## config.mk

```make
export PLATFORM = sky130hd
export DESIGN_NAME = popcnt_tree_sched
export DESIGN_NICKNAME = d
export VERILOG_FILES = /design/src/rtl/popcnt_tree_sched.sv
export SDC_FILE = /design/constraint.sdc
export NUM_CORES = 1
export LEC_CHECK = 0
export ABC_AREA = 1
export CAP_MARGIN = 20
export CORE_AREA = 2 2 265 267
export DETAILED_ROUTE_END_ITERATION = 8
export DIE_AREA = 0 0 267 269
export GPL_ROUTABILITY_DRIVEN = 0
export MAX_ROUTING_LAYER = met4
export PLACE_DENSITY = 0.42
export SLEW_MARGIN = 0
export SYNTH_ARGS = -nofsm -noshare
export SYNTH_HDL_FRONTEND = slang
export SYNTH_SLANG_ARGS = --single-unit
```

## constraint.sdc

```tcl
create_clock -name clk -period 3.4 [get_ports clk]
set_input_delay 0.68 -clock clk [delete_from_list [all_inputs] [get_ports clk]]
set_output_delay 0.68 -clock clk [all_outputs]
set_load 0.02 [all_outputs]
```

## src/rtl/popcnt_tree_sched.sv

```systemverilog
// Purpose:      shares one 128-bit popcount adder tree among NREQ requesters with
//               round-robin arbitration and burst lock, and returns one total per burst.
// Latency:      tree_a is combinational with the accept; res_valid rises TREE_LAT+1 cycles
//               after the closing beat is accepted.
// Backpressure: a beat moves only when gnt[i]&req[i]; the owner holds gnt until its last
//               beat, and the result side cannot be stalled.
// Ports:
//   clk, rst_n           clock (rising edge), asynchronous active-low reset
//   req, last, data      per-requester beat valid, end-of-burst flag, 128-bit beat
//   gnt                  one-hot grant (or zero)
//   tree_a, tree_sum     beat to the adder tree, popcount back TREE_LAT cycles later
//   res_valid/id/count/trunc  burst total pulse, owner id, sum, ended-by-limit flag
module popcnt_tree_sched #(
  parameter int NREQ      = 4,
  parameter int TREE_LAT  = 2,
  parameter int MAX_BURST = 256,
  parameter int ACC_W     = 16
) (
  input  logic                      clk,
  input  logic                      rst_n,
  input  logic [NREQ-1:0]           req,
  input  logic [NREQ-1:0]           last,
  input  logic [NREQ*128-1:0]       data,
  output logic [NREQ-1:0]           gnt,
  output logic [127:0]              tree_a,
  input  logic [7:0]                tree_sum,
  output logic                      res_valid,
  output logic [$clog2(NREQ)-1:0]   res_id,
  output logic [ACC_W-1:0]          res_count,
  output logic                      res_trunc
);

  localparam int ID_W  = $clog2(NREQ);
  localparam int CNT_W = $clog2(MAX_BURST + 1);

  typedef enum logic {IDLE, BURST} state_t;

  // One tag per tree slot; fin marks the beat that closes its burst.
  typedef struct packed {
    logic            vld;
    logic [ID_W-1:0] id;
    logic            fin;
    logic            trunc;
  } tag_t;

  state_t            state, state_n;
  logic [ID_W-1:0]   ptr, ptr_n, owner, owner_n, pick, sel;
  logic [CNT_W-1:0]  cnt, cnt_n;
  logic              found, accept, at_limit, beat_fin, beat_trunc;
  int                rr_k;

  tag_t              pipe [TREE_LAT];
  tag_t              al;
  logic [ACC_W-1:0]  acc, acc_sum;

  function automatic logic [ID_W-1:0] wrap_inc(input logic [ID_W-1:0] x);
    return (int'(x) == NREQ - 1) ? '0 : x + 1'b1;
  endfunction

  // Round-robin pick: first requester at or above ptr, wrapping around.
  always_comb begin
    found = 1'b0;
    pick  = '0;
    rr_k  = 0;
    for (int i = 0; i < NREQ; i++) begin
      rr_k = int'(ptr) + i;
      if (rr_k >= NREQ) rr_k = rr_k - NREQ;
      if (!found && req[rr_k]) begin
        found = 1'b1;
        pick  = ID_W'(rr_k);
      end
    end
  end

  always_comb begin
    state_n    = state;
    ptr_n      = ptr;
    owner_n    = owner;
    cnt_n      = cnt;
    gnt        = '0;
    sel        = owner;
    at_limit   = 1'b0;
    beat_fin   = 1'b0;
    beat_trunc = 1'b0;
    accept     = 1'b0;
    if (state == IDLE) begin
      sel = pick;
      if (found) gnt[pick] = 1'b1;
      at_limit = (MAX_BURST == 1);
    end else begin
      // Grant stays with the owner even on cycles where it has nothing to send.
      gnt[owner] = 1'b1;
      at_limit   = (int'(cnt) + 1 == MAX_BURST);
    end
    accept = |(gnt & req);
    if (accept) begin
      beat_fin   = last[sel] | at_limit;
      beat_trunc = at_limit & ~last[sel];
      if (beat_fin) begin
        state_n = IDLE;
        ptr_n   = wrap_inc(sel);
        cnt_n   = '0;
      end else begin
        state_n = BURST;
        owner_n = sel;
        cnt_n   = cnt + 1'b1;
      end
    end
  end

  // The tree registers its input, so the beat is presented combinationally.
  always_comb begin
    tree_a = '0;
    if (accept) tree_a = data[int'(sel)*128 +: 128];
  end

  always_ff @(posedge clk or negedge rst_n) begin
    if (!rst_n) begin
      state <= IDLE;
      ptr   <= '0;
      owner <= '0;
      cnt   <= '0;
    end else begin
      state <= state_n;
      ptr   <= ptr_n;
      owner <= owner_n;
      cnt   <= cnt_n;
    end
  end

  // Tag pipe mirrors the tree latency; the last stage lines up with tree_sum.
  always_ff @(posedge clk or negedge rst_n) begin
    if (!rst_n) begin
      for (int i = 0; i < TREE_LAT; i++) pipe[i] <= '0;
    end else begin
      pipe[0] <= '{vld: accept, id: sel, fin: beat_fin, trunc: beat_trunc};
      for (int i = 1; i < TREE_LAT; i++) pipe[i] <= pipe[i-1];
    end
  end

  assign al      = pipe[TREE_LAT-1];
  assign acc_sum = acc + ACC_W'(tree_sum);

  always_ff @(posedge clk or negedge rst_n) begin
    if (!rst_n) begin
      acc       <= '0;
      res_valid <= 1'b0;
      res_id    <= '0;
      res_count <= '0;
      res_trunc <= 1'b0;
    end else begin
      res_valid <= 1'b0;
      if (al.vld) begin
        if (al.fin) begin
          res_valid <= 1'b1;
          res_count <= acc_sum;
          res_id    <= al.id;
          res_trunc <= al.trunc;
          acc       <= '0;
        end else begin
          acc <= acc_sum;
        end
      end
    end
  end

endmodule
```

## Word level (Yosys, flattened, before mapping)

Cells that the tools add are included.

- Flip-flop bits (word level): 60
- Memories kept: 0
- Bits in latches: 0
- Output and inout bits: 152
- Word-level logic and storage cells: 104
- RAM bits: 0
- Bits in read-only memories: 0

- $mul: 0
- Div/mod/pow operators: 0
- Shifts and indexed selects: 1
- Bitwise operators: 5
- $add $sub $neg: 11
- Muxes and demuxes: 43
- $lt $le $gt $ge: 13
- Reduce and logical (&&, ||, !) cells: 12
- Equal/unequal tests: 2

Operator list:

| operator | count |
|---|---|
| indexed part select 512 x 10 -> 128 bit | 1 |
| < comparator 32 x 4 -> 1 bit (second input constant) | 4 |
| two-way mux 128 bit | 1 |
| two-way mux 32 bit | 4 |
| two-way mux 1 bit | 21 |
| adder 16 x 8 -> 16 bit | 1 |
| two-way mux 16 bit | 1 |
| two-way mux 2 bit | 6 |
| subtractor 3 x 3 -> 4 bit (second input constant) | 3 |
| adder 9 x 1 -> 10 bit (second input constant) | 1 |
| binary-select mux 1 bit (select 2 bit) | 5 |
| == test 10 x 9 -> 1 bit (second input constant) | 1 |
| adder 9 x 1 -> 9 bit (second input constant) | 1 |
| >= comparator 3 bit (second input constant) | 3 |
| < comparator 2 x 3 -> 1 bit (second input constant) | 3 |
| two-way mux 9 bit | 1 |
| two-way mux 4 bit | 2 |
| adder 2 x 2 -> 3 bit (second input constant) | 2 |
| AND reduction 2 bit | 3 |
| logical AND 1 bit | 5 |
| AND 4 bit | 1 |
| demux 1 bit (select 2 bit) | 2 |
| >= comparator 2 x 1 -> 1 bit (second input constant) | 2 |
| OR reduction 4 bit | 1 |
| other kinds (9) | 12 |

## Longest topological paths before layout

Gate-level depths: netlist of run 1.

- Depth after elaboration: 24
- Gate-level depth with buffers: 21
- Depth with buffers taken out: 20

## Least setup slack after synthesis of run 1

Ideal clock, no wire load.

- Path kind: input-to-output
- Start: input req[3]
- End: output tree_a[107]
- Cell stages on the path: 19
- Setup slack: 0.290 ns
- Required time: 2.720 ns
- Buffers on the path: 2
- Arrival time: 2.430 ns
- Path through: inv_1 > nand2_1 > nand3_1 > nand2_2 > inv_1 > nand2_1 > nand2_1 > nand2_1 > nor2_1 > nand2_1 > nand2_1 > nand2_1 > nand2_1 > inv_2 > nand2_4 > inv_4 > buf_6 > buf_4 > nor2_1

- Longest elaborated chain between the ends: 22

RTL lines:

| item | RTL line | source |
|---|---|---|
| start, declared | 21 | `input logic [NREQ-1:0] req,` |
| binary-select mux 1 bit (select 2 bit) | 68 | `if (!found && req[rr_k]) begin` |
| two-way mux 1 bit (not written as such) (2 in a row) | 68 |  |
| two-way mux 1 bit | 68 |  |
| logical NOT 1 bit | 68 |  |
| logical AND 1 bit | 68 |  |
| two-way mux 1 bit | 68 |  |
| logical NOT 1 bit | 68 |  |
| logical AND 1 bit | 68 |  |
| [6 not listed] | -- |  |
| two-way mux 1 bit (not written as such) | 88 | `if (found) gnt[pick] = 1'b1;` |
| demux 1 bit (select 2 bit) | 88 |  |
| two-way mux 4 bit (*) | 88 |  |
| two-way mux 4 bit (*) | 86 | `if (state == IDLE) begin` |
| named net gnt[1] | 24 | `output logic [NREQ-1:0] gnt,` |
| AND 4 bit (*) | 95 | `accept = \|(gnt & req);` |
| OR reduction 4 bit (*) | 95 |  |
| two-way mux 128 bit (*) | 114 | `if (accept) tree_a = data[int'(sel)*128 +: 128];` |
| end, declared | 25 | `output logic [127:0] tree_a,` |

Mark *: on every way through the listed nets, which the timed path passes. The rest lies on a longest branch. The select of a mux whose other input is x is not followed.

## Final worst setup path of run 1

- Start: register ptr[0]
- End: output tree_a[91]

- Longest elaborated chain between the ends: 24

RTL lines:

| item | RTL line | source |
|---|---|---|
| start, declared | 47 | `logic [ID_W-1:0] ptr, ptr_n, owner, owner_n, pick, sel;` |
| start signal, assigned | 125 | `ptr <= ptr_n;` |
| parallel branches: the longest is 23 deep, another holds subtractor 3 x 3 -> 4 bit | -- |  |
| two-way mux 128 bit (*) | 114 |  |

Every way passes the cells marked *. The select of a mux whose other input is x is not followed.

==> results of run 1 <==
==> kinds of logic (layout without fill, tap and decap cells) <==
kind of cell / count (synthesis) / count (layout) / synth area share, %
simple gates: 1227 / 1227 / 64.3
buf+inv: 163 / 966 / 10.3
flops: 60 / 60 / 18.3
compound gates: 45 / 45 / 3.12
xor+xnor: 21 / 21 / 2.24
fa+ha+maj: 11 / 11 / 1.77
other cells: 0 / 7 / 0
==> what timing repair did <==
item | in CTS | in global routing
cloned | 24 | 8
setup endpoints to repair | 132 | 130
pin swaps | 117 | 110
endpoints found under the hold margin | 0 | 0
gates resized for setup | 892 | 313
buffers inserted | 35 | 29
==> state kept, by name (all words and copies together), names as in the netlist <==
signal     flops
cnt            9
ptr            2
acc           16
res_count     16
al             5
res_id         2
state          1
owner          2
res_valid      1
res_trunc      1
pipe           5
==> path summary, 6_finish.rpt <==
| check | from | end | slack [ps] | cells past startpoint |
|---|---|---|---|---|
| hold / removal | rst_n | res_count[0]$_DFFE_PN0P_ | 280 | 1 |
| hold reg to reg | pipe[7]$_DFF_PN0_ | al[2]$_DFF_PN0_ | 350 | 0 |
| setup reg to reg | ptr[0]$_DFFE_PN0P_ | ptr[1]$_DFFE_PN0P_ | 650 | 20 |
| setup / recovery | ptr[0]$_DFFE_PN0P_ | tree_a[91] | -190 | 23 |
| min in group clk | pipe[7]$_DFF_PN0_ | al[2]$_DFF_PN0_ | 350 | 0 |
| max in group asynchronous | rst_n | ptr[1]$_DFFE_PN0P_ | 2170 | 2 |
==> area by class of cell <==
class | instances | area (um2)
diodes | 7 | 17.5
clock buffers | 11 | 243
clock inverters | 4 | 50.0
fillers | 7501 | 48800
inverters | 55 | 230
multi-input cells | 1304 | 7400
flip-flops and latches | 60 | 1500
well taps | 940 | 1180
repair buffers | 893 | 9850
repair inverters | 3 | 71.3
==> stage by stage <==
stage	utilization, %	hold WS, ps	setup slack [ps]	std cells	instance area (um2)
final	29.6	283	-190	3277	20500
after global routing	29.6	320	-317	3276	20500
after CTS	27.5	292	-134	3238	19100
after detailed placement	24.2	337	-1000	3164	16800
after global placement	24.2	332	-1030	3164	16800
after floorplan	-	331	290	1527	8220
==> layout by cell type (no fill, tap or decap), types with 5 or more instances in the layout <==
cell,instances
sky130_fd_sc_hd__nand3_4,15
sky130_fd_sc_hd__buf_12,36
sky130_fd_sc_hd__buf_8,13
sky130_fd_sc_hd__inv_1,43
sky130_fd_sc_hd__nor2_2,73
sky130_fd_sc_hd__buf_16,28
sky130_fd_sc_hd__buf_6,138
sky130_fd_sc_hd__a21oi_1,6
sky130_fd_sc_hd__dfrtp_1,58
sky130_fd_sc_hd__nand3_1,207
sky130_fd_sc_hd__nand2_1,608
sky130_fd_sc_hd__clkbuf_16,16
sky130_fd_sc_hd__inv_2,9
sky130_fd_sc_hd__o22ai_1,16
sky130_fd_sc_hd__buf_2,7
sky130_fd_sc_hd__nand2_2,115
sky130_fd_sc_hd__nor2_4,50
sky130_fd_sc_hd__buf_4,116
sky130_fd_sc_hd__xnor2_1,5
sky130_fd_sc_hd__diode_2,7
sky130_fd_sc_hd__clkdlybuf4s50_1,545
sky130_fd_sc_hd__nor2_1,24
sky130_fd_sc_hd__xor2_1,16
sky130_fd_sc_hd__nor3_1,7
sky130_fd_sc_hd__nand2_4,48
sky130_fd_sc_hd__o21ai_0,19
sky130_fd_sc_hd__ha_1,10
sky130_fd_sc_hd__nand3_2,72
==> per-layer routing <==
layer / routed length [um] / GRT usage (%) / up-vias
met2: 31800 / 27.4 / 481
met5: 0 / - / -
met3: 4070 / 3.32 / 76
met1: 27200 / 20.7 / 6201
li1: - / - / 6465
met4: 1870 / 5.63 / 0
==> Flow_metrics.wiki, run 1 <==
{| class="wikitable"
! Metric !! Value
|-
| Syn_nets || 2068
|-
| CP delay by family, top || simple AND/OR/NAND/NOR gates
|-
| EDFF count, synth || 0
|-
| Endpoint kind of the worst setup timing path || primary output
|-
| Worst-path cell chain || buf_8, nand2_2, nand2_1, nand2_1, nand2_2, nand2_4, nand2_2, nand2_4, nand2_4, buf_6, nor2_4, nand2_2, nand2_2, nand2_2, nand2_2, inv_2, nand2_8, buf_12, clkinv_16, buf_12, buf_8, nor2_4, buf_6
|-
| Clock tree sinks || 60
|-
| Library cell used as clock root buffer || sky130_fd_sc_hd__clkbuf_16
|-
| Synthesized instance count || 1527
|-
| Cell with the most instances on the worst path || sky130_fd_sc_hd__nand2_2
|-
| Number of endpoints failing setup at the final stage || 116
|-
| Average wire per cell in the routed design || 19.8 um
|-
| Worst hold path class || input port to async pin
|-
| HPWL after DPL || around 47 mm
|-
| Failing checks || negative setup slack
|-
| Slew headroom || 55.7%
|-
| Area enclosed by the die boundary || 0.0718 mm2
|-
| Achievable frequency || between 200 and 300 MHz
|-
| Wire length of the first global-routing pass || between 80 and 90 mm
|-
| Via/cell ratio || just over 4
|-
| Number of buffers between clock root and the deepest sink || 2
|-
| Via count || between 10000 and 15000
|-
| Share of post-route cells with drive strength above 1 || 32.4%
|-
| Iteration-0 DRC Markers || 675
|-
| Fraction of the cycle the final worst path needs || 106%
|-
| Cell Area, Synth || 0.00822 mm2
|-
| #FFs+latches synth || 60
|-
| Element type at the critical path start || flop
|-
| Via count of the first global-routing pass || 13200
|-
| Initial DRT Pass Iterations || 5
|-
| Wirelength, routed || roughly 65 mm
|-
| Global-route usage over all layers || 16.8%
|-
| Num CTS Buffers || 9
|-
| Total negative setup slack || -7150 ps
|-
| TritonCTS clock tree || built
|-
| Hold Fails Final Rpt || 0
|-
| Buf/Inv on CP || 8
|-
| Worst-Skew Late Latency || 330 ps
|-
| Run status || complete, but fails checks
|-
| Area grow syn2layout || 150%
|-
| Maximum net fanout on the critical path || 8
|-
| Warnings from Yosys || 0
|-
| Slew at the pin closest to its max-slew limit || 665 ps
|-
| Core Area || 0.0693 mm2
|-
| Final worst-path setup slack || -190 ps
|-
| Die H || 269 um
|-
| Antenna violations before repair || 7
|-
| H-tree depth reported by CTS || 3
|-
| Final critical-path required period || ~3600 ps
|-
| Horiz. Die Dim || 267 um
|-
| Worst clock skew on the final layout || 5.03 ps
|-
| Register clock-pin slew on the reported worst setup and hold paths || 50 ps
|-
| Reported max-cap violation count || 0
|-
| Crit path max-delay cell type || sky130_fd_sc_hd__dfrtp_2
|-
| Initial cell density of the core || 11.9%
|-
| Cell row count || 97
|-
| Delay of the slowest cell on the worst path || around 440 ps
|-
| Fraction of the yosys area taken by sequential cells || between 15 and 20%
|-
| Library cell with the largest summed area after synthesis || sky130_fd_sc_hd__nand2_1
|-
| Top flip-flop cell by instance count after synthesis || sky130_fd_sc_hd__dfrtp_1
|-
| Remaining antenna violation count after routing || 0
|-
| Unrepaired setup endpoints after global routing || yes
|-
| Number of max-slew violations in the final report || 0
|-
| Syn Area/Cell || 5.38 um2
|-
| Asr flop ratio synth || 100%
|-
| Cell variety after synth || 32
|-
| Data arrival at the endpoint of the critical path || 2910 ps
|-
| Path type of the worst setup path || flop to primary output
|-
| Number of port buffers || approximately 680
|-
| DRC viols || 0
|-
| Largest net degree at the start of global routing || 43
|-
| Biggest area contributors in the synthesized netlist || sky130_fd_sc_hd__nand2_1 (35%), sky130_fd_sc_hd__dfrtp_1 (18%), sky130_fd_sc_hd__nand3_1 (18%)
|-
| Cell with the most instances after synthesis || sky130_fd_sc_hd__nand2_1
|-
| Net total in the final layout || ~2900
|-
| Total I/O pin count || 682
|-
| Worst endpoint required time || 2720 ps
|-
| Hold bufs inserted after CTS || 0
|-
| Total congestion overflow after global routing || 0
|-
| Share of Yosys cell area claimed by the top area cell type || 35.0%
|-
| Commonest cells in the netlist || sky130_fd_sc_hd__nand2_1 (766), sky130_fd_sc_hd__nand3_1 (293), sky130_fd_sc_hd__nor2_2 (101)
|}
Power of run 1 is left out: the tool's default activity adds up to more than one toggle a clock period on the data nets, which glitch-free logic cannot reach.
==> run 2: changes to the inputs <==
--- a/config.mk
+++ b/config.mk
@@ -7,12 +7,15 @@
 export LEC_CHECK = 0
 export ABC_AREA = 1
 export CAP_MARGIN = 20
-export CORE_AREA = 2 2 265 267
+export CELL_PAD_IN_SITES_DETAIL_PLACEMENT = 1
+export CELL_PAD_IN_SITES_GLOBAL_PLACEMENT = 1
+export CORE_AREA = 2 2 268 270
+export CTS_CLUSTER_DIAMETER = 40
 export DETAILED_ROUTE_END_ITERATION = 8
-export DIE_AREA = 0 0 267 269
+export DIE_AREA = 0 0 270 272
 export GPL_ROUTABILITY_DRIVEN = 0
 export MAX_ROUTING_LAYER = met4
-export PLACE_DENSITY = 0.42
+export PLACE_DENSITY = 0.58
 export SLEW_MARGIN = 0
 export SYNTH_ARGS = -nofsm -noshare
 export SYNTH_HDL_FRONTEND = slang
==> run 2 against run 1 <==
Effect of this change: highest routed layer unchanged; the run still ends with negative setup slack left; cell count increased by 0.98%; maximum frequency decreased by 0.99%; non-clock buffer count increased by 20; setup slack got worse by 36 ps; hold slack improved by 65 ps; register-to-register slack improved by 50 ps.
==> Flow_metrics.wiki, run 2 (synthesized netlist as in run 1, its figures left out) <==
{| class="wikitable"
! Metric !! Value
|-
| Net total in the final layout || between 2000 and 3000
|-
| Global-route usage over all layers || 17.3%
|-
| Endpoint kind of the worst setup timing path || primary output
|-
| Clock tree sinks || 60
|-
| Antenna violations before repair || 9
|-
| Worst clock skew on the final layout || 6.00 ps
|-
| Run status || complete, but fails checks
|-
| Post-place setup slack || -935 ps
|-
| Number of port buffers || 681
|-
| Number of endpoints failing setup at the final stage || 122
|-
| Path type of the worst setup path || flop to primary output
|-
| Element type at the critical path start || flop
|-
| Core Area || ~0.07 mm2
|-
| Met2 Use GR || ~30%
|-
| Data arrival at the endpoint of the critical path || 2950 ps
|-
| Slew at the pin closest to its max-slew limit || 813 ps
|-
| Met3 demand-to-capacity share in global routing || 4.05%
|-
| Worst hold path class || flop to flop
|-
| Total I/O pin count || 682
|-
| Slew headroom || 45.8%
|-
| Hold bufs inserted after CTS || 0
|-
| Worst-Skew Late Latency || 330 ps
|-
| H-tree depth reported by CTS || 3
|-
| Cell row count || 98
|-
| Largest net degree at the start of global routing || 46
|-
| Wirelength, routed || 67.7 mm
|-
| Total negative setup slack || -13560 ps
|-
| TritonCTS clock tree || built
|-
| Number of max-slew violations in the final report || 0
|-
| Wire length of the first global-routing pass || just over 90 mm
|-
| Reported max-cap violation count || 0
|-
| Via count of the first global-routing pass || 14500
|-
| Final critical-path required period || 3630 ps
|-
| Fraction of the cycle the final worst path needs || 107%
|-
| Via count || 13400
|-
| Final worst-path setup slack || -226 ps
|-
| Total congestion overflow after global routing || 0
|-
| Average wire per cell in the routed design || 20.5 um
|-
| Horiz. Die Dim || 270 um
|-
| DRC viols || 0
|-
| Storage cell area || 0.00150 mm2
|-
| Share of post-route cells with drive strength above 1 || approximately a third
|-
| Achievable frequency || 276 MHz
|-
| Share of the core filled with cells || 29.5%
|-
| Hold Fails Final Rpt || 0
|-
| Unrepaired setup endpoints after global routing || yes
|-
| HPWL after DPL || 50.3 mm
|-
| Library cell used as clock root buffer || sky130_fd_sc_hd__clkbuf_16
|-
| Most frequent cells in the layout || sky130_fd_sc_hd__nand2_1 (615), sky130_fd_sc_hd__clkdlybuf4s50_1 (545), sky130_fd_sc_hd__nand3_1 (201)
|-
| Iteration-0 DRC Markers || 425
|-
| Area grow syn2layout || 153%
|-
| Via/cell ratio || 4.06
|-
| Post-route worst hold slack || 347 ps
|-
| Worst endpoint required time || 2720 ps
|-
| Number of fillers in the final layout || 8463
|-
| Initial DRT Pass Iterations || 5
|-
| Grt met1 use || between 10% and 20%
|-
| Largest registers in the final layout || acc: 16 flops, res_count: 16 flops, cnt: 9 flops
|-
| Area enclosed by the die boundary || 0.0734 mm2
|-
| Initial cell density of the core || 11.6%
|-
| Failing checks || negative setup slack
|-
| Maximum net fanout on the critical path || 7
|-
| Register clock-pin slew on the reported worst setup and hold paths || ~50 ps
|-
| Most Used Layer, Global Route || met2
|-
| Remaining antenna violation count after routing || 0
|-
| Num CTS Buffers || 9
|-
| Most common cell after layout, fill and taps aside || sky130_fd_sc_hd__nand2_1
|-
| Number of buffers between clock root and the deepest sink || 2
|-
| Multi-input gate area in the final layout || 0.00744 mm2
|-
| Die H || 272 um
|}
[run 2: cell count changes in the layout (fill, tap and decap cells not counted), moves of 13 or more]
cell                      delta
sky130_fd_sc_hd__nand3_2    +19
sky130_fd_sc_hd__buf_6      +22
sky130_fd_sc_hd__nor2_2     -39
sky130_fd_sc_hd__buf_8      +15
sky130_fd_sc_hd__nand3_4    -13
sky130_fd_sc_hd__nand2_4    -23
sky130_fd_sc_hd__nor2_4     +47
sky130_fd_sc_hd__nand2_2    +17
sky130_fd_sc_hd__buf_4      -27
[run 2: area by class of cell]
type	instances	share of cell area [%]
timing repair buffer	913	48.9
multi-input combinational	1304	35.7
sequential	60	7.22
tap	950	5.70
clock buffer	15	1.24
inverter	55	1.06
antenna	10	0.120
clock inverter	1	0.0360
timing repair inverter	1	0.0360
[run 2: critical path: stages, from the launching register on]
cell,delay [ps]
sky130_fd_sc_hd__dfrtp_2,420
sky130_fd_sc_hd__buf_6,140
sky130_fd_sc_hd__inv_4,80
sky130_fd_sc_hd__nand2_2,60
sky130_fd_sc_hd__nand2_4,110
sky130_fd_sc_hd__nand2_2,70
sky130_fd_sc_hd__nand2_2,70
sky130_fd_sc_hd__nand2_2,70
sky130_fd_sc_hd__nand2_2,80
sky130_fd_sc_hd__nand2_2,70
sky130_fd_sc_hd__nand2_2,80
sky130_fd_sc_hd__inv_2,50
sky130_fd_sc_hd__nor2_1,80
sky130_fd_sc_hd__nand2_1,60
sky130_fd_sc_hd__nand2_2,90
sky130_fd_sc_hd__nand2_2,70
sky130_fd_sc_hd__nand2_2,70
sky130_fd_sc_hd__inv_2,40
sky130_fd_sc_hd__nand2_4,100
sky130_fd_sc_hd__inv_12,70
sky130_fd_sc_hd__buf_16,170
sky130_fd_sc_hd__buf_12,150
sky130_fd_sc_hd__buf_12,140
sky130_fd_sc_hd__nor2_4,130
sky130_fd_sc_hd__buf_12,130
[run 2: final timing paths]
check / endpoint / slack (ps) / from / cells past startpoint
min: al[0]$_DFF_PN0_ / 350 / pipe[5]$_DFF_PN0_ / 0
min in group asynchronous: res_count[3]$_DFFE_PN0P_ / 440 / rst_n / 1
max reg2reg: pipe[5]$_DFF_PN0_ / 700 / ptr[0]$_DFFE_PN0P_ / 23
max in group asynchronous: cnt[6]$_DFFE_PN0P_ / 2200 / rst_n / 2
min reg2reg: al[0]$_DFF_PN0_ / 350 / pipe[5]$_DFF_PN0_ / 0
max: tree_a[21] / -230 / ptr[0]$_DFFE_PN0P_ / 24
[run 2: layer usage]
layer	vias up	share of wire [%]
met2	411	51
met1	6433	40
met4	0	3.4
li1	6482	-
met3	94	5.9
met5	-	0
[run 2: what timing repair did]
item                       in CTS  in global routing
setup endpoints to repair     132                131
hold endpoints to repair        0                  0
resized for setup             883                341
setup buffers                  49                 35
gates cloned                   12                 15
pin swaps                      37                 86
[run 2: stage by stage]
step | std cells | area, um2
floorplan | 1527 | 8220
global placement | 3183 | 17000
detailed placement | 3183 | 17000
CTS | 3260 | 19100
global route | 3308 | 20800
finish | 3309 | 20800
Power of run 2 is left out for the same reason.
